--- src/rtl/fft_stage_ctrl_if.sv ---
// Bus between the FFT stage controller and its frame control, butterfly and
// memory neighbours. The controller side uses the master modport.
interface fft_stage_ctrl_if #(
  parameter int AW = 5,
  parameter int SW = 4
);
  // Handshake: bf_valid_in marks a block issued this cycle and cannot be
  // refused by the butterfly; stall holds issue and is the only backpressure.
  // bf_valid_out is one result per issued block, in issue order, and is
  // accepted in its cycle (wr_en) unless it has no matching issued block.
  logic          start;
  logic          stall;
  logic          bf_valid_out;
  logic          bf_valid_in;
  logic [AW-1:0] rd_blk_addr;
  logic [AW-1:0] wr_blk_addr;
  logic          wr_en;
  logic [SW-1:0] stage;
  logic [AW-1:0] tw_base;
  logic          busy;
  logic          done;
  logic          err;
  logic [15:0]   perf_stall_cnt;
  logic [1:0]    dbg_state;

  modport master (
    input  start, stall, bf_valid_out,
    output bf_valid_in, rd_blk_addr, wr_blk_addr, wr_en, stage, tw_base,
           busy, done, err, perf_stall_cnt, dbg_state
  );

  modport slave (
    output start, stall, bf_valid_out,
    input  bf_valid_in, rd_blk_addr, wr_blk_addr, wr_en, stage, tw_base,
           busy, done, err, perf_stall_cnt, dbg_state
  );
endinterface

--- src/rtl/fft_stage_ctrl.sv ---
// Stage sequencer for a 16-lane radix-2 butterfly over a 512-point FFT.
// Optional stall counter enabled with FFT_STAGE_CTRL_PERF_EN.
module fft_stage_ctrl #(
  parameter int DATA   = 512,
  parameter int NUM    = 16,
  parameter int STAGES = 9
) (
  input logic               clk,
  input logic               rst,
  fft_stage_ctrl_if.master  bus
);
  localparam int BLKS = DATA / NUM;
  localparam int AW   = $clog2(BLKS);
  localparam int SW   = $clog2(STAGES);
  localparam int FW   = AW + 1;

  typedef enum logic [1:0] {
    IDLE  = 2'd0,
    ISSUE = 2'd1,
    DRAIN = 2'd2,
    DONE  = 2'd3
  } state_t;

  state_t        state_q;
  logic [AW-1:0] issue_cnt_q;
  logic [AW-1:0] ret_cnt_q;
  logic [FW-1:0] infl_q;
  logic [FW-1:0] infl_d;
  logic [SW-1:0] stage_q;
  logic          busy_q;
  logic          done_q;
  logic          err_q;

  logic issue;
  logic accept;
  logic spurious;
  logic last_issue;
  logic last_ret;
  logic start_ok;

  assign issue      = (state_q == ISSUE) && !bus.stall;
  // A return needs a matching block still inside the butterfly.
  assign accept     = bus.bf_valid_out && ((state_q == ISSUE) || (state_q == DRAIN))
                      && (infl_q != '0);
  assign spurious   = bus.bf_valid_out && !accept;
  assign last_issue = issue && (issue_cnt_q == AW'(BLKS - 1));
  assign last_ret   = accept && (state_q == DRAIN) && (ret_cnt_q == AW'(BLKS - 1));
  assign start_ok   = (state_q == IDLE) && bus.start;

  always_comb begin
    infl_d = infl_q;
    case ({issue, accept})
      2'b10:   infl_d = infl_q + FW'(1);
      2'b01:   infl_d = infl_q - FW'(1);
      default: infl_d = infl_q;
    endcase
  end

  always_ff @(posedge clk or posedge rst) begin
    if (rst) begin
      state_q     <= IDLE;
      issue_cnt_q <= '0;
      ret_cnt_q   <= '0;
      infl_q      <= '0;
      stage_q     <= '0;
      busy_q      <= 1'b0;
      done_q      <= 1'b0;
      err_q       <= 1'b0;
    end else begin
      // A spurious return on the start cycle still counts against the new frame.
      if (start_ok) begin
        err_q <= spurious;
      end else if (spurious) begin
        err_q <= 1'b1;
      end

      if (issue) begin
        issue_cnt_q <= issue_cnt_q + AW'(1);
      end
      if (accept) begin
        ret_cnt_q <= ret_cnt_q + AW'(1);
      end
      infl_q <= infl_d;

      case (state_q)
        IDLE: begin
          if (bus.start) begin
            state_q     <= ISSUE;
            issue_cnt_q <= '0;
            ret_cnt_q   <= '0;
            infl_q      <= '0;
            stage_q     <= '0;
            busy_q      <= 1'b1;
          end
        end
        ISSUE: begin
          if (last_issue) begin
            state_q <= DRAIN;
          end
        end
        DRAIN: begin
          if (last_ret) begin
            issue_cnt_q <= '0;
            ret_cnt_q   <= '0;
            infl_q      <= '0;
            if (stage_q == SW'(STAGES - 1)) begin
              state_q <= DONE;
              done_q  <= 1'b1;
            end else begin
              state_q <= ISSUE;
              stage_q <= stage_q + SW'(1);
            end
          end
        end
        DONE: begin
          state_q <= IDLE;
          done_q  <= 1'b0;
          busy_q  <= 1'b0;
        end
        default: state_q <= IDLE;
      endcase
    end
  end

`ifdef FFT_STAGE_CTRL_PERF_EN
  logic [15:0] perf_q;

  always_ff @(posedge clk or posedge rst) begin
    if (rst) begin
      perf_q <= '0;
    end else if (start_ok) begin
      perf_q <= '0;
    end else if ((state_q == ISSUE) && bus.stall && (perf_q != 16'hFFFF)) begin
      perf_q <= perf_q + 16'd1;
    end
  end

  assign bus.perf_stall_cnt = perf_q;
`else
  assign bus.perf_stall_cnt = 16'd0;
`endif

  assign bus.bf_valid_in = issue;
  assign bus.rd_blk_addr = issue_cnt_q;
  assign bus.wr_en       = accept;
  assign bus.wr_blk_addr = ret_cnt_q;
  assign bus.stage       = stage_q;
  // Shifting within AW bits gives the modulo-BLKS twiddle index for free.
  assign bus.tw_base     = issue_cnt_q << stage_q;
  assign bus.busy        = busy_q;
  assign bus.done        = done_q;
  assign bus.err         = err_q;
  assign bus.dbg_state   = state_q;
endmodule

--- src/flat_wrapper.sv ---
// flat-port wrapper written by rule: the top's interface ports become plain ports
module fft_stage_ctrl_flat 
#(
  parameter int DATA   = 512,
  parameter int NUM    = 16,
  parameter int STAGES = 9
)
  (clk, rst, bus_start, bus_stall, bus_bf_valid_out, bus_bf_valid_in, bus_rd_blk_addr, bus_wr_blk_addr, bus_wr_en, bus_stage, bus_tw_base, bus_busy, bus_done, bus_err, bus_perf_stall_cnt, bus_dbg_state);
  fft_stage_ctrl_if bus_i ();
  input logic clk;
  input logic rst;
  input wire logic [$bits(bus_i.start)-1:0] bus_start;
  input wire logic [$bits(bus_i.stall)-1:0] bus_stall;
  input wire logic [$bits(bus_i.bf_valid_out)-1:0] bus_bf_valid_out;
  output wire logic [$bits(bus_i.bf_valid_in)-1:0] bus_bf_valid_in;
  output wire logic [$bits(bus_i.rd_blk_addr)-1:0] bus_rd_blk_addr;
  output wire logic [$bits(bus_i.wr_blk_addr)-1:0] bus_wr_blk_addr;
  output wire logic [$bits(bus_i.wr_en)-1:0] bus_wr_en;
  output wire logic [$bits(bus_i.stage)-1:0] bus_stage;
  output wire logic [$bits(bus_i.tw_base)-1:0] bus_tw_base;
  output wire logic [$bits(bus_i.busy)-1:0] bus_busy;
  output wire logic [$bits(bus_i.done)-1:0] bus_done;
  output wire logic [$bits(bus_i.err)-1:0] bus_err;
  output wire logic [$bits(bus_i.perf_stall_cnt)-1:0] bus_perf_stall_cnt;
  output wire logic [$bits(bus_i.dbg_state)-1:0] bus_dbg_state;
  assign bus_i.start = bus_start;
  assign bus_i.stall = bus_stall;
  assign bus_i.bf_valid_out = bus_bf_valid_out;
  assign bus_bf_valid_in = bus_i.bf_valid_in;
  assign bus_rd_blk_addr = bus_i.rd_blk_addr;
  assign bus_wr_blk_addr = bus_i.wr_blk_addr;
  assign bus_wr_en = bus_i.wr_en;
  assign bus_stage = bus_i.stage;
  assign bus_tw_base = bus_i.tw_base;
  assign bus_busy = bus_i.busy;
  assign bus_done = bus_i.done;
  assign bus_err = bus_i.err;
  assign bus_perf_stall_cnt = bus_i.perf_stall_cnt;
  assign bus_dbg_state = bus_i.dbg_state;
  fft_stage_ctrl #(.DATA(DATA), .NUM(NUM), .STAGES(STAGES)) u_core (.clk(clk), .rst(rst), .bus(bus_i));
endmodule
--- config.mk ---
export PLATFORM = sky130hd
export DESIGN_NAME = fft_stage_ctrl_flat
export DESIGN_NICKNAME = d
export VERILOG_FILES = /design/src/rtl/fft_stage_ctrl_if.sv /design/src/rtl/fft_stage_ctrl.sv /design/src/flat_wrapper.sv
export SDC_FILE = /design/constraint.sdc
export NUM_CORES = 1
export LEC_CHECK = 0
export BUFFER_PORTS_ARGS = -buffer_cell sky130_fd_sc_hd__buf_2
export CAP_MARGIN = 20
export CORE_ASPECT_RATIO = 0.75
export CORE_UTILIZATION = 55
export DETAILED_ROUTE_END_ITERATION = 8
export HOLD_SLACK_MARGIN = 0.1
export PLACE_DENSITY = 0.81
export SLEW_MARGIN = 5
export SYNTH_ARGS = -nofsm -noshare
export SYNTH_HDL_FRONTEND = slang
export SYNTH_SLANG_ARGS = --single-unit
--- constraint.sdc ---
create_clock -name clk -period 9.3 [get_ports clk]
set_clock_uncertainty 0.2 [all_clocks]
set_input_delay 0.465 -clock clk [delete_from_list [all_inputs] [get_ports clk]]
set_output_delay 0.465 -clock clk [all_outputs]
set_load 0.02 [all_outputs]
== Word level (Yosys, flattened, before mapping) ==
Index checks and enable logic that the tools add are counted.
Storage, ports and cells
  input bits: 5
  output and inout port bits: 42
  register bits: 25
Operators by class
  add/subtract/negate cells: 5
  equality and inequality tests: 13
  multiplexer cells: 28
  shift operators: 1
  reduce and logical (&&, ||, !) cells: 21
Operators with widths (count)
  $mux W5: 6
  $pmux W6 S2: 2
  $pmux W5 S2: 2
  $mux W4: 3
  $mux W6: 2
  $add A5 B1 Y5 const B: 2
  $eq A5 B5 Y1 const B: 2
  $logic_and A1 B1 Y1: 8
  $mux W2: 4
  $pmux W2 S4: 1
  $pmux W4 S2: 1
  $reduce_bool A2 Y1: 4
  $add A6 B1 Y6 const B: 1
  $eq A2 B2 Y1 const B: 3
  $ne A2 B2 Y1 const B: 3
  $reduce_and A3 Y1: 2
  $reduce_bool A6 Y1: 1
  $sub A6 B1 Y6 const B: 1
  $mux W1: 5
  $shl A5 B4 Y5: 1
  $add A4 B1 Y4 const B: 1
  $eq A2 B1 Y1 const B: 2
  $eq A4 B4 Y1 const B: 1
  $ne A2 B1 Y1 const B: 2
  6 further kinds: 8

== Depth between registers and ports, before layout ==
Gate-level depths: netlist of run 1.
  depth in word-level cells: 8
  depth in mapped cells: 14
  gate-level depth less buffers: 12

== Worst setup path before layout of run 1 ==
No wires, ideal clock.
  path type: reg2reg
  start point: register u_core.state_q[0] (netlist: u_core.bus.dbg_state[0])
  end point: register u_core.infl_q[4]
  cell stages (with the launch flop): 14
  required time: 8.980 ns
  buffers on the path: 1
  data arrival time: 3.195 ns
  slack: 5.785 ns
  period minus slack after synthesis: 3.515 ns
  cells stage by stage: dfrtp_1 > inv_1 > ha_1 > nand2_1 > a21oi_2 > ha_1 > buf_2 > xor2_1 > ha_1 > a21o_1 > or4b_4 > a31oi_4 > xnor2_1 > nor2_2
Between the ends
  word-level cells in the longest chain between the ends: 8
RTL lines
  start, declared: RTL line fft_stage_ctrl.sv:24  | state_t state_q;
  start signal, assigned: RTL line fft_stage_ctrl.sv:61  | state_q <= IDLE;
  start signal, assigned: RTL line fft_stage_ctrl.sv:88  | state_q <= ISSUE;
  start signal, assigned: RTL line fft_stage_ctrl.sv:98  | state_q <= DRAIN;
  $eq A2 B1 Y1 or $eq A2 B2 Y1 (tied branches): RTL line fft_stage_ctrl.sv:43  | assign accept = bus.bf_valid_out && ((state_q == ISSUE) || (state_q == DRAIN))
  $logic_or A1 B1 Y1 *: RTL line fft_stage_ctrl.sv:43
  $logic_and A1 B1 Y1 *: RTL line fft_stage_ctrl.sv:43
  $logic_and A1 B1 Y1 *: RTL line fft_stage_ctrl.sv:44  | && (infl_q != '0);
  via bus_wr_en: RTL line flat_wrapper.sv:18  | output wire logic [$bits(bus_i.wr_en)-1:0] bus_wr_en;
  $eq A2 B1 Y1, or another cell as far along: RTL line fft_stage_ctrl.sv:52  | case ({issue, accept})
  $pmux W6 S2 or $logic_and A1 B1 Y1 (tied branches): RTL line fft_stage_ctrl.sv:52, fft_stage_ctrl.sv:47
  $mux W6, on equally long branches: RTL line fft_stage_ctrl.sv:102, fft_stage_ctrl.sv:87
  $pmux W6 S2 *: RTL line fft_stage_ctrl.sv:85  | case (state_q)
  end signal, assigned: RTL line fft_stage_ctrl.sv:83  | infl_q <= infl_d;
  end, declared: RTL line fft_stage_ctrl.sv:27  | logic [FW-1:0] infl_q;
The timed path passes the listed nets; every way through them passes the cells marked *.
A chain may end at the register's enable or synchronous reset.

== Worst setup path after layout of run 1 ==
  start point: register u_core.state_q[0] (netlist: u_core.bus.dbg_state[0])
  end point: register u_core.infl_q[4]
Between the ends
  word-level cells in the longest chain between the ends: 8
RTL lines (RTL line)
  $eq A2 B1 Y1 or $eq A2 B2 Y1 (tied branches)
  $logic_or A1 B1 Y1: fft_stage_ctrl.sv:43
  $logic_and A1 B1 Y1: fft_stage_ctrl.sv:43
  $logic_and A1 B1 Y1: fft_stage_ctrl.sv:44
  $eq A2 B1 Y1, or another cell as far along: fft_stage_ctrl.sv:52
  $pmux W6 S2 or $logic_and A1 B1 Y1 (tied branches): fft_stage_ctrl.sv:52, fft_stage_ctrl.sv:47
  $mux W6, on equally long branches: fft_stage_ctrl.sv:102, fft_stage_ctrl.sv:87
  $pmux W6 S2 *: fft_stage_ctrl.sv:85
Mark *: on every way between the ends. The rest lies on a longest branch, timed or not.

==> flow_summary_export.csv, run 1 <==
group,metric,value,unit
status,status,"completed",
worst_hold_path,min_path_cells,3,
critical_path,crit_fanout,14,
critical_path,cp_data_arrival_time,3540,ps
floorplanning,fp.dieH,52.2,um
global_routing,grt_usage,22.0,%
detailed_routing,wirelength,3.48,mm
global_routing,antenna_found_initial,0,
yosys,synth_edf_count,0,
floorplanning,ioPinCount,47,
floorplanning,die_width,68.9,um
worst_hold_path,hold_class,"in -> reg",
yosys,synthMuxAreaShare,5.96,%
detailed_routing,postRouteAntennaNets,0,
critical_path,max_stage_delay,540,ps
final_layout,mostFrequentLayoutCell,"buf_2",
power,power,619,uW
yosys,synth_compound_area_share,13.4,%
critical_path,required,9240,ps
sta,drv_slew,0,
final_layout,design_area,2000,um^2
clock_tree,post_cts_resized,0,
sta,rsz0062_at_grt,"false",
floorplanning,num_rows,17,
floorplanning,initial_core_util,60.3,%
yosys,yosys.area_share.adder,8.81,%
clock_tree,clock_latency,270,ps
power,power.density,309,nW/um^2
global_routing,grt_pass1_wl,5.80,mm
place,place.gp.congestion,0.799,
yosys,synth_area_leader_cell,"dfrtp_1",
critical_path,crit_path_frequent_cell,"ha_1",
place,dp_hpwl,2.60,mm
place,dpl_cell_area,1920,um^2
sta,setup_viol,0,
power,total_switching_power,307,uW
critical_path,crit_slowest_cell,"ha_1",
global_routing,grt_pass1_vias,1247,
clock_tree,cts_buffers,3,
power,switching_share,49.6,%
global_routing,grt_overflow,0,
final_layout,n_antenna_cell,0,
sta,slew_headroom,48.2,%
yosys,ys_ff_latch,25,
final_layout,final_cell_mix,"30 x buf_2, 25 x dfrtp_1, 20 x nor2_1",
yosys,synth-xor-area-share,5.69,%
final_layout,drive_above_1_share,18.5,%
yosys,yosys_most_used_dff,"dfrtp_1",
yosys,ys.warnings.count,0,
detailed_routing,vias,1447,
clock_tree,path_clk_slew,80,ps
clock_tree,htreeDepth,1,
power,comb_power_share,59.3,%
sta,tightest_slew,777,ps
yosys,yosysSeqAreaShare,33.9,%
final_layout,layout.cells.non_filler,265,
detailed_routing,drc,0,
detailed_routing,vias_per_cell,5.46,
yosys,synthSimpleGateAreaFrac,19.9,%
final_layout,n_fill_cell,261,
sta,fmax,278,MHz
final_layout,layout.nets,246,
place,portBuffers,30,
critical_path,critPathLaunchType,"flip-flop",
critical_path,end_kind,"flip-flop",
critical_path,cp_cell_sequence,"inv_1 > ha_1 > nand2_1 > a21oi_2 > ha_1 > xor2_1 > ha_1 > a21o_1 > or4b_4 > a31oi_4 > xnor2_1 > nor2_2",
worst_hold_path,min_to,"u_core.bus.err",
power,ir_worst_vdd,0.176,mV
yosys,synth.top_cell.area_share,33.9,%
sta,min_period,3600,ps
clock_tree,cts.sinks,25,
yosys,netlist_instances,202,
detailed_routing,drt-pass1-iter-count,5,
sta,finalCritPeriodShare,38.7,%
yosys,yosys.cell_types.count,47,
worst_hold_path,min_from,"bus_bf_valid_out",
clock_tree,cts_root_buf,"clkbuf_8",
clock_tree,cts_tree,"built",
place,place_inst,259,
yosys,yosys-top-cells-area,"dfrtp_1 34%, ha_1 8.8%, buf_4 6.5%",
floorplanning,core_area,3060,um^2
run,max_cap_viol_count,0,
yosys,synth_area,1850,um^2
global_routing,grt_max_degree,26,
critical_path,criticalPathCategory,"reg -> reg",
sta,finalHoldViolCount,0,
sta,fin_hold_ws,288,ps
power,seqPwrFrac,30.2,%
sta,setup_tns,0,ps
power,power.internal,312,uW
critical_path,r2r_end,"u_core.infl_q[4]",
yosys,synth_top_family_by_area,"simple AND/OR/NAND/NOR gates",
yosys,syn_area_per_cell,9.14,um^2
detailed_routing,wl_per_cell,13.1,um
critical_path,r2r_slack,5700,ps
yosys,async_flop_share,100,%
critical_path,rr_worst_depth,12,
detailed_routing,drt_iter0_drc,89,
floorplanning,dieArea,3600,um^2
final_layout,area_growth,8.47,%
power,p_clk_share,10.5,%
power,power.leakage,0.00104,uW
critical_path,worstReg2RegStart,"u_core.bus.dbg_state[0]",
clock_tree,post_cts_buffers,0,
clock_tree,cts_buffer_depth,2,
## cells in the mapped netlist, drive strengths merged (2+ instances only)
cell / number
a32oi: 3
xnor2: 4
mux2i: 11
nor2: 21
inv: 12
dfrtp: 25
nand3: 4
xor2: 8
a211o: 3
and3: 2
nand4b: 3
nor3b: 2
nand2: 17
nand4: 3
a31oi: 4
nor3: 2
nor2b: 5
o22ai: 2
o21ai: 5
a21oi: 8
ha: 13
clkbuf: 2
or3: 2
buf: 24
## per-stage QoR
step | setup slack, ps | util (%)
final | 5700 | 65.4
after detailed placement | 5700 | 62.7
after global placement | 5860 | 62.7
after CTS | 5700 | 64.2
after floorplan | 5790 | -
after global routing | 5470 | 65.4
## cell families after synthesis
family          Yosys count
other cells               1
fa+ha+maj                13
flops                    25
buf+inv                  38
compound gates           33
mux                      11
simple gates             69
xor+xnor                 12
## power groups by stage
stage          sequential, uW  combinational, uW  clock [uW]
2_1_floorplan             198                287           0
3_3_place_gp              186                358           0
3_5_place_dp              188                362           0
4_1_cts                   186                364        66.5
5_1_grt                   193                408        70.6
6_report                  187                367        65.0
## critical path, delay by kind of cell (launching register included)
| kind | cells | cell delay (ps) |
|---|---|---|
| buffers and inverters | 1 | 110 |
| AND/OR/NAND/NOR | 3 | 630 |
| AO/OA/AOI/OAI | 3 | 750 |
| flip-flops | 1 | 440 |
| adder cells (fa/ha/maj) | 3 | 1050 |
| XOR/XNOR | 2 | 290 |
## per-layer routing
layer	global-route usage (%)	part of all wire [%]	up-vias
li1	-	-	718
met1	32.9	53	685
met2	30.7	41	39
met3	6.30	5.6	5
met4	5.10	0.83	0
met5	0	0	-
## worst max path at each step
| stage | cells past startpoint | startpoint | slack [ps] | to |
|---|---|---|---|---|
| 2_1_floorplan | 13 | u_core.bus.dbg_state[0] | 5790 | u_core.infl_q[4] |
| 3_3_place_gp | 12 | u_core.bus.dbg_state[0] | 5860 | u_core.infl_q[4] |
| 3_5_place_dp | 12 | u_core.bus.dbg_state[0] | 5700 | u_core.infl_q[4] |
| 4_1_cts | 12 | u_core.bus.dbg_state[0] | 5700 | u_core.infl_q[4] |
| 5_1_grt | 12 | u_core.bus.dbg_state[0] | 5470 | u_core.infl_q[4] |
| 6_report | 12 | u_core.bus.dbg_state[0] | 5700 | u_core.infl_q[4] |
## sequential cells by signal, summed over array words and instances, names as in the netlist
register and cells:
u_core.infl_q 6, u_core.bus.done 1, u_core.bus.dbg_state 2, u_core.bus.err 1
u_core.bus.wr_blk_addr 5, u_core.bus.rd_blk_addr 5, u_core.bus.busy 1, u_core.bus.stage 4
## area by class of cell
type / instances / area (um^2) / area share (%)
timing repair buffer: 32 / 188 / 9.37
inverter: 12 / 45.0 / 2.25
multi-input combinational: 154 / 1050 / 52.5
sequential: 25 / 626 / 31.2
clock buffer: 4 / 45.0 / 2.25
tap: 38 / 47.5 / 2.37
## timing repair
item,CTS,global route
endpoints found under the setup margin,0,0
hold endpoints to repair,0,8
hold buffers,0,1
Power figures use the tool's default switching activity.
==> run 2, diff against run 1 <==
- ABC_AREA: not set -> 1
- CORE_UTILIZATION: 55 -> 54
- PLACE_DENSITY: 0.81 -> 0.79
- clock period: 9.3 -> 3.5 ns (I/O delays scaled with it)
==> run 2 against run 1 <==
  * Critical path type unchanged
  * Hold slack worse by 120 ps
  * Die area rose by 7.8%
  * Count of clock-buffer cells in the layout did not move
  * Setup slack got worse by 5000 ps
  * Clock power grew to 2.7 times the previous value
  * Sequential share of layout area down 2.5 points
  * Via count is 17% higher
  * Power grew to 2.9 times the previous value
  * Design area up 8.8%
  * Global-route usage is 0.26 points higher
  * Largest cell class unchanged
==> flow_summary_export.csv, run 2 <==
group,metric,value,unit
status,status,"completed",
final_layout,largest_reg_flops,6,
yosys,synth_area,1960,um^2
clock_tree,post_cts_resized,0,
sta,fin_hold_ws,169,ps
yosys,synth_edf_count,0,
floorplanning,initial_core_util,58.0,%
yosys,syn_area_per_cell,7.39,um^2
clock_tree,path_clk_slew,90,ps
power,power.density,833,nW/um^2
critical_path,rr_worst_depth,18,
sta,drv_slew,0,
detailed_routing,wl_per_cell,11.5,um
final_layout,area_growth,11.2,%
sta,min_period,2780,ps
clock_tree,cts.sinks,25,
critical_path,r2r_slack,720,ps
yosys,ys.warnings.count,0,
floorplanning,num_rows,18,
yosys,synth.most_common_cell,"nand2_1",
global_routing,grt_max_degree,26,
sta,fmax,360,MHz
detailed_routing,drt_iter0_drc,100,
critical_path,max_stage_delay,440,ps
critical_path,crit_fanout,8,
detailed_routing,vias,1691,
place,place.gp.congestion,0.909,
power,ir_worst_vdd,0.498,mV
clock_tree,clock_latency,270,ps
yosys,ys_ff_latch,25,
critical_path,end_kind,"flip-flop",
clock_tree,cts_buffers,3,
clock_tree,post_cts_buffers,0,
critical_path,cp_cell_sequence,"inv_1 > ha_1 > nand2_1 > inv_1 > nand2_1 > inv_2 > ha_1 > inv_4 > nand2_1 > nand2_1 > inv_1 > ha_1 > inv_1 > nand2_1 > nand3_1 > a21oi_1 > nor2_1 > nor2_1",
global_routing,grt_pass1_wl,6.51,mm
place,dp_hpwl,2.97,mm
final_layout,mostFrequentLayoutCell,"nand2_1",
power,power.leakage,0.00125,uW
clock_tree,htreeDepth,1,
floorplanning,die_width,71.6,um
floorplanning,ioPinCount,47,
yosys,yosys_most_used_dff,"dfrtp_1",
critical_path,cp_data_arrival_time,2790,ps
yosys,yosysSeqAreaShare,31.9,%
clock_tree,cts_hold_buf,5,
sta,setup_viol,0,
final_layout,final_cell_mix,"64 x nand2_1, 45 x inv_1, 30 x buf_2",
final_layout,max_flop_register,"u_core.infl_q",
yosys,synth.top_cell.area_share,31.9,%
final_layout,n_antenna_cell,0,
final_layout,layout.nets,318,
sta,finalHoldViolCount,0,
final_layout,drive_above_1_share,17.7,%
floorplanning,core_area,3380,um^2
yosys,synth.top_cells.by_count,"64 x nand2_1, 45 x inv_1, 25 x dfrtp_1",
yosys,yosys.cell_types.count,41,
final_layout,n_fill_cell,304,
sta,fin_ws,724,ps
critical_path,crit_slowest_cell,"dfrtp_1",
sta,finalCritPeriodShare,79.3,%
critical_path,required,3510,ps
final_layout,multi_input_area,1050,um^2
place,portBuffers,30,
clock_tree,cts_root_buf,"clkbuf_8",
critical_path,critPathLaunchType,"flip-flop",
global_routing,antenna_found_initial,0,
final_layout,ff_latch_area,626,um^2
worst_hold_path,hold_class,"in -> async",
detailed_routing,postRouteAntennaNets,0,
detailed_routing,drc,0,
detailed_routing,wirelength,3.90,mm
sta,setup_tns,0,ps
floorplanning,dieArea,3880,um^2
final_layout,post-route-util,64.5,%
yosys,yosys-top-cells-area,"dfrtp_1 32%, nand2_1 12%, inv_1 8.6%",
clock_tree,cts_tree,"built",
global_routing,grt_usage,22.2,%
global_routing,grt_overflow,0,
clock_tree,cts_buffer_depth,2,
sta,rsz0062_at_grt,"false",
yosys,netlist_instances,265,
critical_path,criticalPathCategory,"reg -> reg",
critical_path,crit_path_frequent_cell,"nand2_1",
detailed_routing,drt-pass1-iter-count,4,
floorplanning,fp.dieH,54.2,um
yosys,synth_area_leader_cell,"dfrtp_1",
yosys,async_flop_share,100,%
run,max_cap_viol_count,0,
power,power,1820,uW
place,dp_slack,720,ps
detailed_routing,vias_per_cell,4.99,
global_routing,grt_pass1_vias,1433,
run 2: cell types whose count changed after synthesis, sizes merged, moves of 4 or more:
cell | previous run | this run
buf | 24 | 20
inv | 12 | 48
mux2i | 11 | 0
nand2 | 17 | 67
nand3 | 4 | 15
nor2b | 5 | 0
o21ai | 5 | 16
run 2: cells by family (layout without fill, tap and decap cells):
logic type,count (synthesis),after routing,synth area share [%]
other cells,1,16,0.191
buf+inv,69,88,17.4
xor+xnor,6,6,2.68
flops,25,25,31.9
fa+ha+maj,13,13,8.30
simple gates,115,115,27.8
compound gates,36,36,11.6
run 2: power breakdown:
part           total (uW)  internal [uW]  switching, uW  leakage (uW)
sequential            491            384            108      0.000325
combinational        1150            405            746      0.000899
clock                 174           81.6           92.1     0.0000228
total                1820            870            946       0.00125
run 2: cell type report:
cell class / instances / area share (%)
clock buffers: 4 / 2.07
inverters: 48 / 8.38
repair buffers: 36 / 10.4
flip-flops and latches: 25 / 28.7
well taps: 40 / 2.30
multi-input cells: 186 / 48.1
run 2: final timing paths:
kind | start | to
min in group clk | u_core.bus.done | u_core.bus.done
worst min register to register | u_core.bus.done | u_core.bus.done
max in group asynchronous | rst | u_core.infl_q[0]
worst max-delay path | u_core.bus.dbg_state[0] | u_core.infl_q[4]
worst max register to register | u_core.bus.dbg_state[0] | u_core.infl_q[4]
worst min-delay path | rst | u_core.bus.busy
run 2: per-layer routing:
layer / global-route usage, % / vias to the layer above / part of all wire (%)
li1: - / 872 / -
met1: 32.2 / 756 / 51
met2: 34.8 / 58 / 42
met3: 4.12 / 5 / 5.6
met4: 4.90 / 0 / 0.87
met5: 0 / - / 0
run 2: worst max-delay path, delay by kind of cell, from the launching register on:
family / cells / cell delay (ps)
buffers and inverters: 6 / 510
adders and majority gates: 3 / 760
AOI/OAI and AO/OA: 1 / 160
and+or+nand+nor: 8 / 630
DFF: 1 / 440
run 2: through the flow:
stage,area [um^2],instances
6_report,2180,339
5_1_grt,2180,339
4_1_cts,2150,338
3_5_place_dp,2060,329
3_3_place_gp,2060,329
2_1_floorplan,2020,280
==> run 3, diff against run 2 <==
- CORE_UTILIZATION: 54 -> 49
- PLACE_DENSITY: 0.79 -> 0.76
- clock period: 3.5 -> 2.4 ns (I/O delays scaled with it)
==> run 3 against run 2 <==
  * Largest cell class unchanged
  * Sequential share of layout area down 2.0 points
  * Design area up 7.7%
  * Cell count rose by 7.1%
  * Combinational power grew 74%
==> flow_summary_export.csv, run 3 (same netlist as run 2, synthesis figures left out) <==
group,metric,value,unit
power,power.internal,1430,uW
final_layout,final_cell_mix,"59 x nand2_1, 40 x inv_1, 30 x buf_2",
floorplanning,die_width,75.0,um
critical_path,r2r_slack,120,ps
detailed_routing,drc,0,
clock_tree,cts_buffer_depth,2,
floorplanning,num_rows,19,
final_layout,drive_above_1_share,26.7,%
power,p_clk_share,8.5,%
global_routing,grt_usage,21.4,%
place,place.gp.congestion,0.896,
power,power.density,1260,nW/um^2
critical_path,worstReg2RegStart,"u_core.bus.dbg_state[0]",
worst_hold_path,hold_class,"in -> async",
detailed_routing,drt_iter0_drc,133,
sta,fmax,438,MHz
power,total_switching_power,1520,uW
detailed_routing,vias_per_cell,4.95,
floorplanning,dieArea,4260,um^2
global_routing,grt_pass1_vias,1596,
final_layout,n_antenna_cell,0,
clock_tree,cts.sinks,25,
sta,drv_slew,0,
power,power.leakage,0.00130,uW
global_routing,antenna_found_initial,0,
clock_tree,path_clk_slew,80,ps
power,switching_share,51.4,%
critical_path,r2r_end,"u_core.infl_q[2]",
final_layout,max_flop_register,"u_core.infl_q",
detailed_routing,postRouteAntennaNets,0,
final_layout,mostFrequentLayoutCell,"nand2_1",
critical_path,cp_data_arrival_time,2260,ps
floorplanning,fp.dieH,56.8,um
critical_path,critPathLaunchType,"flip-flop",
sta,fin_ws,115,ps
global_routing,grt_pass1_wl,6.95,mm
detailed_routing,wirelength,4.28,mm
global_routing,grt_max_degree,26,
critical_path,rr_worst_depth,19,
floorplanning,ioPinCount,47,
floorplanning,core_area,3730,um^2
global_routing,grt_overflow,0,
place,place_inst,347,
clock_tree,cts_tree,"built",
clock_tree,htreeDepth,1,
run,max_cap_viol_count,0,
sta,setup_viol,0,
detailed_routing,drt-pass1-iter-count,4,
power,comb_power_share,67.8,%
sta,finalHoldViolCount,0,
power,seqPwrFrac,23.6,%
final_layout,largest_reg_flops,6,
critical_path,end_kind,"flip-flop",
place,dp_hpwl,3.20,mm
clock_tree,cts_buffers,3,
sta,min_period,2280,ps
floorplanning,initial_core_util,52.5,%
detailed_routing,vias,1796,
final_layout,layout.nets,330,
status,status,"completed",
sta,finalCritPeriodShare,95.2,%
detailed_routing,wl_per_cell,11.8,um
place,portBuffers,30,
clock_tree,cts_root_buf,"clkbuf_8",
place,dp_slack,70.9,ps
final_layout,layout.cells.non_filler,363,
power,ir_worst_vdd,0.679,mV
critical_path,crit_fanout,5,
final_layout,area_growth,19.9,%
critical_path,criticalPathCategory,"reg -> reg",
clock_tree,clock_latency,270,ps
critical_path,required,2370,ps
-- run 3: cell types whose count changed in the layout (fill, tap and decap cells not counted), moves of 2 or more --
cell / previous run / this run
buf_4: 0 / 13
dfrtp_1: 25 / 23
dfrtp_2: 0 / 2
ha_1: 13 / 9
ha_4: 0 / 3
inv_1: 45 / 40
inv_2: 2 / 5
nand2_1: 64 / 59
nand2_2: 2 / 6
-- run 3: area by class of cell --
cell class,count,area [um^2]
fillers,349,1380
multi-input cells,186,1120
flip-flops and latches,25,628
repair buffers,48,298
inverters,48,193
well taps,52,65.1
clock buffers,4,45.0
-- run 3: critical path, cell delays in order, from the launching register on --
cell and delay (ps):
dfrtp_2 400, inv_2 60, ha_4 250, nand2_2 40, inv_2 80, nand2_4 80, inv_8 70, ha_4 160
inv_4 50, nand2_2 70, nand2_2 50, inv_1 50, ha_2 160, inv_2 40, nand2_2 70, nand2_1 50
a21oi_1 130, a21oi_1 50, nand2_1 60, inv_1 40
-- run 3: worst max path at each step --
stage	start	end	cells past startpoint
final	u_core.bus.dbg_state[0]	u_core.infl_q[2]	19
after global routing	u_core.bus.dbg_state[1]	u_core.infl_q[2]	19
after CTS	u_core.bus.dbg_state[1]	u_core.infl_q[4]	19
after detailed placement	u_core.bus.dbg_state[1]	u_core.infl_q[4]	19
after global placement	u_core.bus.dbg_state[1]	u_core.infl_q[4]	19
after floorplan	u_core.bus.dbg_state[1]	u_core.infl_q[4]	20
-- run 3: per-layer routing --
metal	global-route usage [%]	share of wire, %
met1	30.6	49
met2	32.2	46
met3	5.03	4.7
met4	5.12	0.75
met5	0	0
-- run 3: stage by stage --
stage               cell area, um^2  hold WS [ps]  setup TNS (ps)  utilization [%]  power [uW]
finish                         2350           238               0             62.9        2950
global route                   2350           284           -94.8             62.9        3200
CTS                            2260           242               0             60.6        2820
detailed placement             2170         0.254               0             58.1        2530
global placement               2170         -13.2               0             58.1        2490
floorplan                      2070         -52.8               0                -        2120
-- run 3: what timing repair did --
| item | CTS | global route |
|---|---|---|
| gates resized for setup | 0 | 10 |
| endpoints found under the setup margin | 0 | 4 |
| endpoints found under the hold margin | 30 | 0 |
| buffers inserted | 0 | 7 |
| hold buffers | 5 | 0 |
-- run 3: power by group through the flow --
stage / sequential (uW) / combinational (uW) / clock (uW)
6_report: 697 / 2000 / 251
5_1_grt: 717 / 2210 / 272
4_1_cts: 695 / 1850 / 267
3_5_place_dp: 704 / 1830 / 0
3_3_place_gp: 705 / 1790 / 0
2_1_floorplan: 800 / 1320 / 0
